### src/rtl/ldx_seq.sv
// Block-transfer sequencer (LDI/LDD/LDIR/LDDR): per byte READ, WRITE, then HL/DE/BC updates via external alu16.
// Latency 5 cycles/byte at zero wait plus start and DONE cycles; memory requests hold until acked, start ignored while busy.
module ldx_seq #(
    parameter logic [2:0] OP_INC    = 3'd0,
    parameter logic [2:0] OP_DEC    = 3'd1,
    parameter logic [2:0] OP_DEC_LD = 3'd3
) (
    input  logic        clk,
    input  logic        rst_n,
    input  logic        start,
    input  logic [1:0]  mode,
    input  logic [15:0] bc_in,
    input  logic [15:0] de_in,
    input  logic [15:0] hl_in,
    input  logic [7:0]  a_in,
    input  logic [7:0]  flags_in,
    output logic [15:0] mem_addr,
    output logic        mem_rd_req,
    input  logic        mem_rd_ack,
    input  logic [7:0]  mem_rd_data,
    output logic        mem_wr_req,
    output logic [7:0]  mem_wr_data,
    input  logic        mem_wr_ack,
    output logic [15:0] alu_arg1,
    output logic [2:0]  alu_op,
    output logic [7:0]  alu_flags_in,
    input  logic [15:0] alu_out,
    input  logic [7:0]  alu_flags_out,
    output logic [15:0] bc_out,
    output logic [15:0] de_out,
    output logic [15:0] hl_out,
    output logic [7:0]  flags_out,
    output logic        busy,
    output logic        done
);

    typedef enum logic [2:0] {
        S_IDLE, S_READ, S_WRITE, S_UPD_HL, S_UPD_DE, S_UPD_BC, S_DONE
    } state_t;

    state_t      state_q, state_d;
    logic [15:0] bc_q, bc_d, de_q, de_d, hl_q, hl_d;
    logic [7:0]  flags_q, flags_d, a_q, a_d, data_q, data_d;
    logic [1:0]  mode_q, mode_d;
    logic [15:0] mem_addr_q, mem_addr_d;
    logic        rd_req_q, rd_req_d, wr_req_q, wr_req_d;
    logic [7:0]  wr_data_q, wr_data_d;
    logic [15:0] alu_arg1_q, alu_arg1_d;
    logic [2:0]  alu_op_q, alu_op_d;
    logic [7:0]  alu_fin_q, alu_fin_d;
    logic        busy_q, busy_d, done_q, done_d;
    logic [7:0]  n_sum;
    logic [2:0]  step_op;

    always_comb begin
        state_d = state_q;
        bc_d    = bc_q;
        de_d    = de_q;
        hl_d    = hl_q;
        flags_d = flags_q;
        a_d     = a_q;
        data_d  = data_q;
        mode_d  = mode_q;
        step_op = mode_q[0] ? OP_DEC : OP_INC;
        n_sum   = data_q + a_q;

        case (state_q)
            S_IDLE: begin
                if (start) begin
                    bc_d    = bc_in;
                    de_d    = de_in;
                    hl_d    = hl_in;
                    flags_d = flags_in;
                    a_d     = a_in;
                    mode_d  = mode;
                    state_d = S_READ;
                end
            end
            S_READ: begin
                if (mem_rd_ack) begin
                    data_d  = mem_rd_data;
                    state_d = S_WRITE;
                end
            end
            S_WRITE: begin
                if (mem_wr_ack) state_d = S_UPD_HL;
            end
            S_UPD_HL: begin
                hl_d    = alu_out;
                state_d = S_UPD_DE;
            end
            S_UPD_DE: begin
                de_d    = alu_out;
                state_d = S_UPD_BC;
            end
            S_UPD_BC: begin
                bc_d = alu_out;
                // Undocumented F5/F3 come from (byte + A), not from the ALU
                flags_d = {alu_flags_out[7:6], n_sum[1], alu_flags_out[4],
                           n_sum[3], alu_flags_out[2:0]};
                state_d = (mode_q[1] && (alu_out != 16'd0)) ? S_READ : S_DONE;
            end
            S_DONE:  state_d = S_IDLE;
            default: state_d = S_IDLE;
        endcase

        // Outputs are registered, so they are derived from the next state and next register values
        mem_addr_d = mem_addr_q;
        wr_data_d  = wr_data_q;
        rd_req_d   = (state_d == S_READ);
        wr_req_d   = (state_d == S_WRITE);
        if (state_d == S_READ) mem_addr_d = hl_d;
        if (state_d == S_WRITE) begin
            mem_addr_d = de_d;
            wr_data_d  = data_d;
        end

        alu_arg1_d = 16'd0;
        alu_op_d   = OP_INC;
        alu_fin_d  = flags_d;
        case (state_d)
            S_UPD_HL: begin
                alu_arg1_d = hl_d;
                alu_op_d   = step_op;
            end
            S_UPD_DE: begin
                alu_arg1_d = de_d;
                alu_op_d   = step_op;
            end
            S_UPD_BC: begin
                alu_arg1_d = bc_d;
                alu_op_d   = OP_DEC_LD;
            end
            default: ;
        endcase

        busy_d = (state_d != S_IDLE);
        done_d = (state_d == S_DONE);
    end

    always_ff @(posedge clk or negedge rst_n) begin
        if (!rst_n) begin
            state_q    <= S_IDLE;
            bc_q       <= 16'd0;
            de_q       <= 16'd0;
            hl_q       <= 16'd0;
            flags_q    <= 8'd0;
            a_q        <= 8'd0;
            data_q     <= 8'd0;
            mode_q     <= 2'd0;
            mem_addr_q <= 16'd0;
            rd_req_q   <= 1'b0;
            wr_req_q   <= 1'b0;
            wr_data_q  <= 8'd0;
            alu_arg1_q <= 16'd0;
            alu_op_q   <= OP_INC;
            alu_fin_q  <= 8'd0;
            busy_q     <= 1'b0;
            done_q     <= 1'b0;
        end else begin
            state_q    <= state_d;
            bc_q       <= bc_d;
            de_q       <= de_d;
            hl_q       <= hl_d;
            flags_q    <= flags_d;
            a_q        <= a_d;
            data_q     <= data_d;
            mode_q     <= mode_d;
            mem_addr_q <= mem_addr_d;
            rd_req_q   <= rd_req_d;
            wr_req_q   <= wr_req_d;
            wr_data_q  <= wr_data_d;
            alu_arg1_q <= alu_arg1_d;
            alu_op_q   <= alu_op_d;
            alu_fin_q  <= alu_fin_d;
            busy_q     <= busy_d;
            done_q     <= done_d;
        end
    end

    assign mem_addr     = mem_addr_q;
    assign mem_rd_req   = rd_req_q;
    assign mem_wr_req   = wr_req_q;
    assign mem_wr_data  = wr_data_q;
    assign alu_arg1     = alu_arg1_q;
    assign alu_op       = alu_op_q;
    assign alu_flags_in = alu_fin_q;
    assign bc_out       = bc_q;
    assign de_out       = de_q;
    assign hl_out       = hl_q;
    assign flags_out    = flags_q;
    assign busy         = busy_q;
    assign done         = done_q;

endmodule

### config.mk
export PLATFORM = sky130hd
export DESIGN_NAME = ldx_seq
export DESIGN_NICKNAME = d
export VERILOG_FILES = /design/src/rtl/ldx_seq.sv
export SDC_FILE = /design/constraint.sdc
export NUM_CORES = 1
export LEC_CHECK = 0
export ABC_AREA = 1
export CAP_MARGIN = 20
export CORE_MARGIN = 1
export CORE_UTILIZATION = 30
export DETAILED_ROUTE_END_ITERATION = 10
export MAX_ROUTING_LAYER = met4
export PLACE_DENSITY_LB_ADDON = 0.12
export REMOVE_ABC_BUFFERS = 1
export SETUP_SLACK_MARGIN = 0.1
export SYNTH_ARGS = -nofsm -noshare
export SYNTH_HDL_FRONTEND = slang
export SYNTH_SLANG_ARGS = --single-unit
### constraint.sdc
create_clock -name clk -period 1.91 [get_ports clk]
set_input_delay 0.4775 -clock clk [delete_from_list [all_inputs] [get_ports clk]]
set_output_delay 0.4775 -clock clk [all_outputs]
set_load 0.1 [all_outputs]
==> flow_summary.yaml <==
detailed_routing:
  wl_met1_um: 8575
  drc_errors: 0
  drt_first_pass_iters: 5
  vias: 5854
  routed_wire_length_per_instance_um: 18.43
  route.top_layer_used: "met4"
  wire_length_on_met2_um: 10840
  routed-wl-met3_um: 2109
  via_per_inst: 4.923
  number_of_drc_markers_after_the_initial_detailed_route_iteration: 353
  routed_wirelength_um: 21920
  antenna_violating_nets_post_route: 0
timing:
  max-slew-margin-rel: 0.5528
  setup_ws_ns: 0.1640
  slew_violations: 0
  unrepaired_setup_endpoints_after_global_routing: "no"
  timing.final.hold_violations: 0
  tightestPinTransition_ns: 0.6708
  achievable-frequency_mhz: 572.7
  fin_crit_ns: 1.746
  final.period_utilization: 0.9141
  setup_viol_count_final: 0
  timing.hold.ws_ns: 0.3862
  finalClockSkew_ns: 0.006157
yosys:
  synth-edff-count: 0
  syn_area_mm2: 0.005545
  cells_after_synthesis: 667
  postSynthRegisterBits: 119
  synth.distinct_cells: 35
  yosys_most_used_dff: "dfrtp_1"
  synth_area_per_cell_um2: 8.314
  synth_seq_area_share: 0.5370
  yosysWarnings: 0
  postSynth.asyncResetShare: 1.000
floorplan:
  initial_core_util: 0.3076
  std_cell_rows: 49
  dieHeight_um: 138.0
  die-area_mm2: 0.01903
  die_width_um: 138.0
  core_mm2: 0.01802
  num_io_pins: 214
final_layout:
  final_cell_area_mm2: 0.01060
  final_nets: 1050
  drive_above_1_share: 0.3069
  syn2layout_area_growth_pct: 91.20
  filler_cell_count: 1505
  layout_common_cells: "nand2_1, buf_12, dfrtp_1"
  layout.core_utilization: 0.5882
  layout_commonest_cell: "nand2_1"
global_route:
  wire_length_of_the_first_global_routing_pass_um: 32300
  antenna_found_initial: 2
  grt_max_degree: 119
  first_global_vias: 6026
  grt.overflow.total: 0
  grt_use_total: 0.2367
worst_setup_path:
  cell_chain_critical_path: "nor2_4, inv_2, nor2_4, nand2_4, nand2_4, inv_6, buf_6, nand2_2, nand3_2, nand2_1, nand3_1"
  critPathKind: "reg -> reg"
  timing.critical_path.arrival_ns: 2.04
  critPathMaxStageDelay_ns: 0.44
  critPathSlowestCell: "dfrtp_2"
  worst_ep_required_time_ns: 2.20
  crit_fanout: 7
  critPathCaptureType: "flop"
  setup_crit_start_kind: "flop"
status:
  result_of_the_run: "completed"
clock_tree:
  clock_tree_from_tritoncts: "built"
  clk_pin_slew_ns: 0.06
  clock_sinks: 119
  clk-insertion-delay-late_ns: 0.42
  clk_root_buffer_cell: "clkbuf_16"
  cts-htree-levels: 4
  cts_buffer_depth: 2
  tritoncts.num_buffers: 17
place:
  post_dp_area_mm2: 0.009403
  place_hpwl_um: 15140
  dpl_worst_slack_ns: -0.5869
  buffer_ports.inserted: 206
  final_gp_congestion: 0.8294
run:
  maxCapViolations: 0
worst_hold_path:
  min-delay-path-class: "in -> async"
[cell usage after synthesis, types with 2 or more instances]
master | count | area share
inv_2 | 8 | 0.0054
buf_1 | 2 | 0.0014
buf_4 | 13 | 0.018
nor2_4 | 2 | 0.0041
o22ai_1 | 5 | 0.0056
ha_1 | 2 | 0.0045
a31oi_1 | 2 | 0.0023
nor2_1 | 28 | 0.019
inv_1 | 40 | 0.027
dfrtp_1 | 119 | 0.54
buf_2 | 12 | 0.011
clkbuf_1 | 12 | 0.0081
nand3b_1 | 2 | 0.0027
o221ai_1 | 4 | 0.0063
nand3_1 | 86 | 0.078
o211ai_1 | 23 | 0.031
o21ai_0 | 23 | 0.021
nand4_1 | 20 | 0.023
nand2_2 | 6 | 0.0068
nand2_1 | 243 | 0.16
[flip-flops by register name (all words and copies together) (netlist names)]
register	flops
data_q	8
alu_arg1	16
mem_wr_req	1
a_q	4
alu_op	2
state_q	3
busy	1
de_out	16
hl_out	16
mem_wr_data	8
mem_addr	16
mem_rd_req	1
bc_out	16
mode_q	2
done	1
alu_flags_in	8
[cell families after synthesis]
kind of cell             count (synthesis)  share of synthesized area
AND/OR/NAND/NOR                        394                     0.3107
flip-flops                             119                     0.5370
buffers and inverters                   88                    0.07107
AO/OA/AOI/OAI                           62                    0.07446
adder cells (fa/ha/maj)                  2                   0.004512
XOR/XNOR                                 1                   0.001580
other                                    1                  0.0006762
[final timing paths]
check | startpoint | end | depth (start not counted) | slack (ns)
worst min-delay path | rst_n | alu_arg1[15] | 2 | 0.39
worst max-delay path | state_q[1] | alu_arg1[5] | 11 | 0.16
max in group asynchronous | rst_n | bc_out[13] | 3 | 0.70
worst max register to register | state_q[1] | alu_arg1[5] | 11 | 0.16
worst min register to register | mode_q[0] | mode_q[0] | 2 | 0.48
min in group clk | alu_out[4] | bc_out[4] | 4 | 0.46
[cell type report]
cell class | count | area (µm²) | area share
inverter | 49 | 209.0 | 0.01971
clock buffer | 18 | 439.2 | 0.04142
tap | 229 | 286.5 | 0.02702
antenna | 2 | 5.005 | 0.0004720
clock inverter | 14 | 205.2 | 0.01935
timing repair buffer | 298 | 4116 | 0.3882
multi-input combinational | 460 | 2361 | 0.2227
sequential | 119 | 2980 | 0.2811
[what timing repair did]
action	CTS	global route
buffers inserted	2	13
hold buffers	1	0
gates cloned	0	5
setup endpoints to repair	45	32
gates resized for setup	17	71
hold endpoints to repair	1	0
pin swaps	4	32
[layer usage]
layer | global-route usage | vias to the layer above
met3 | 0.07273 | 33
met2 | 0.3819 | 267
li1 | - | 2749
met5 | - | -
met1 | 0.2770 | 2805
met4 | 0.08756 | 0
[worst max-delay path: cells and delay by family, from the launching register on]
family | cells | cell delay, ns
simple gates | 8 | 0.90
buf+inv | 3 | 0.25
flops | 1 | 0.44
[stage by stage]
step           TNS, ns  cells
6_report             0   1189
5_1_grt              0   1189
4_1_cts              0   1169
3_5_place_dp    -17.89   1134
3_3_place_gp    -15.82   1134
2_1_floorplan   -25.94    628
Power is not shown: default switching activity piles up to over one toggle a cycle in this logic, so the estimate is an artifact.
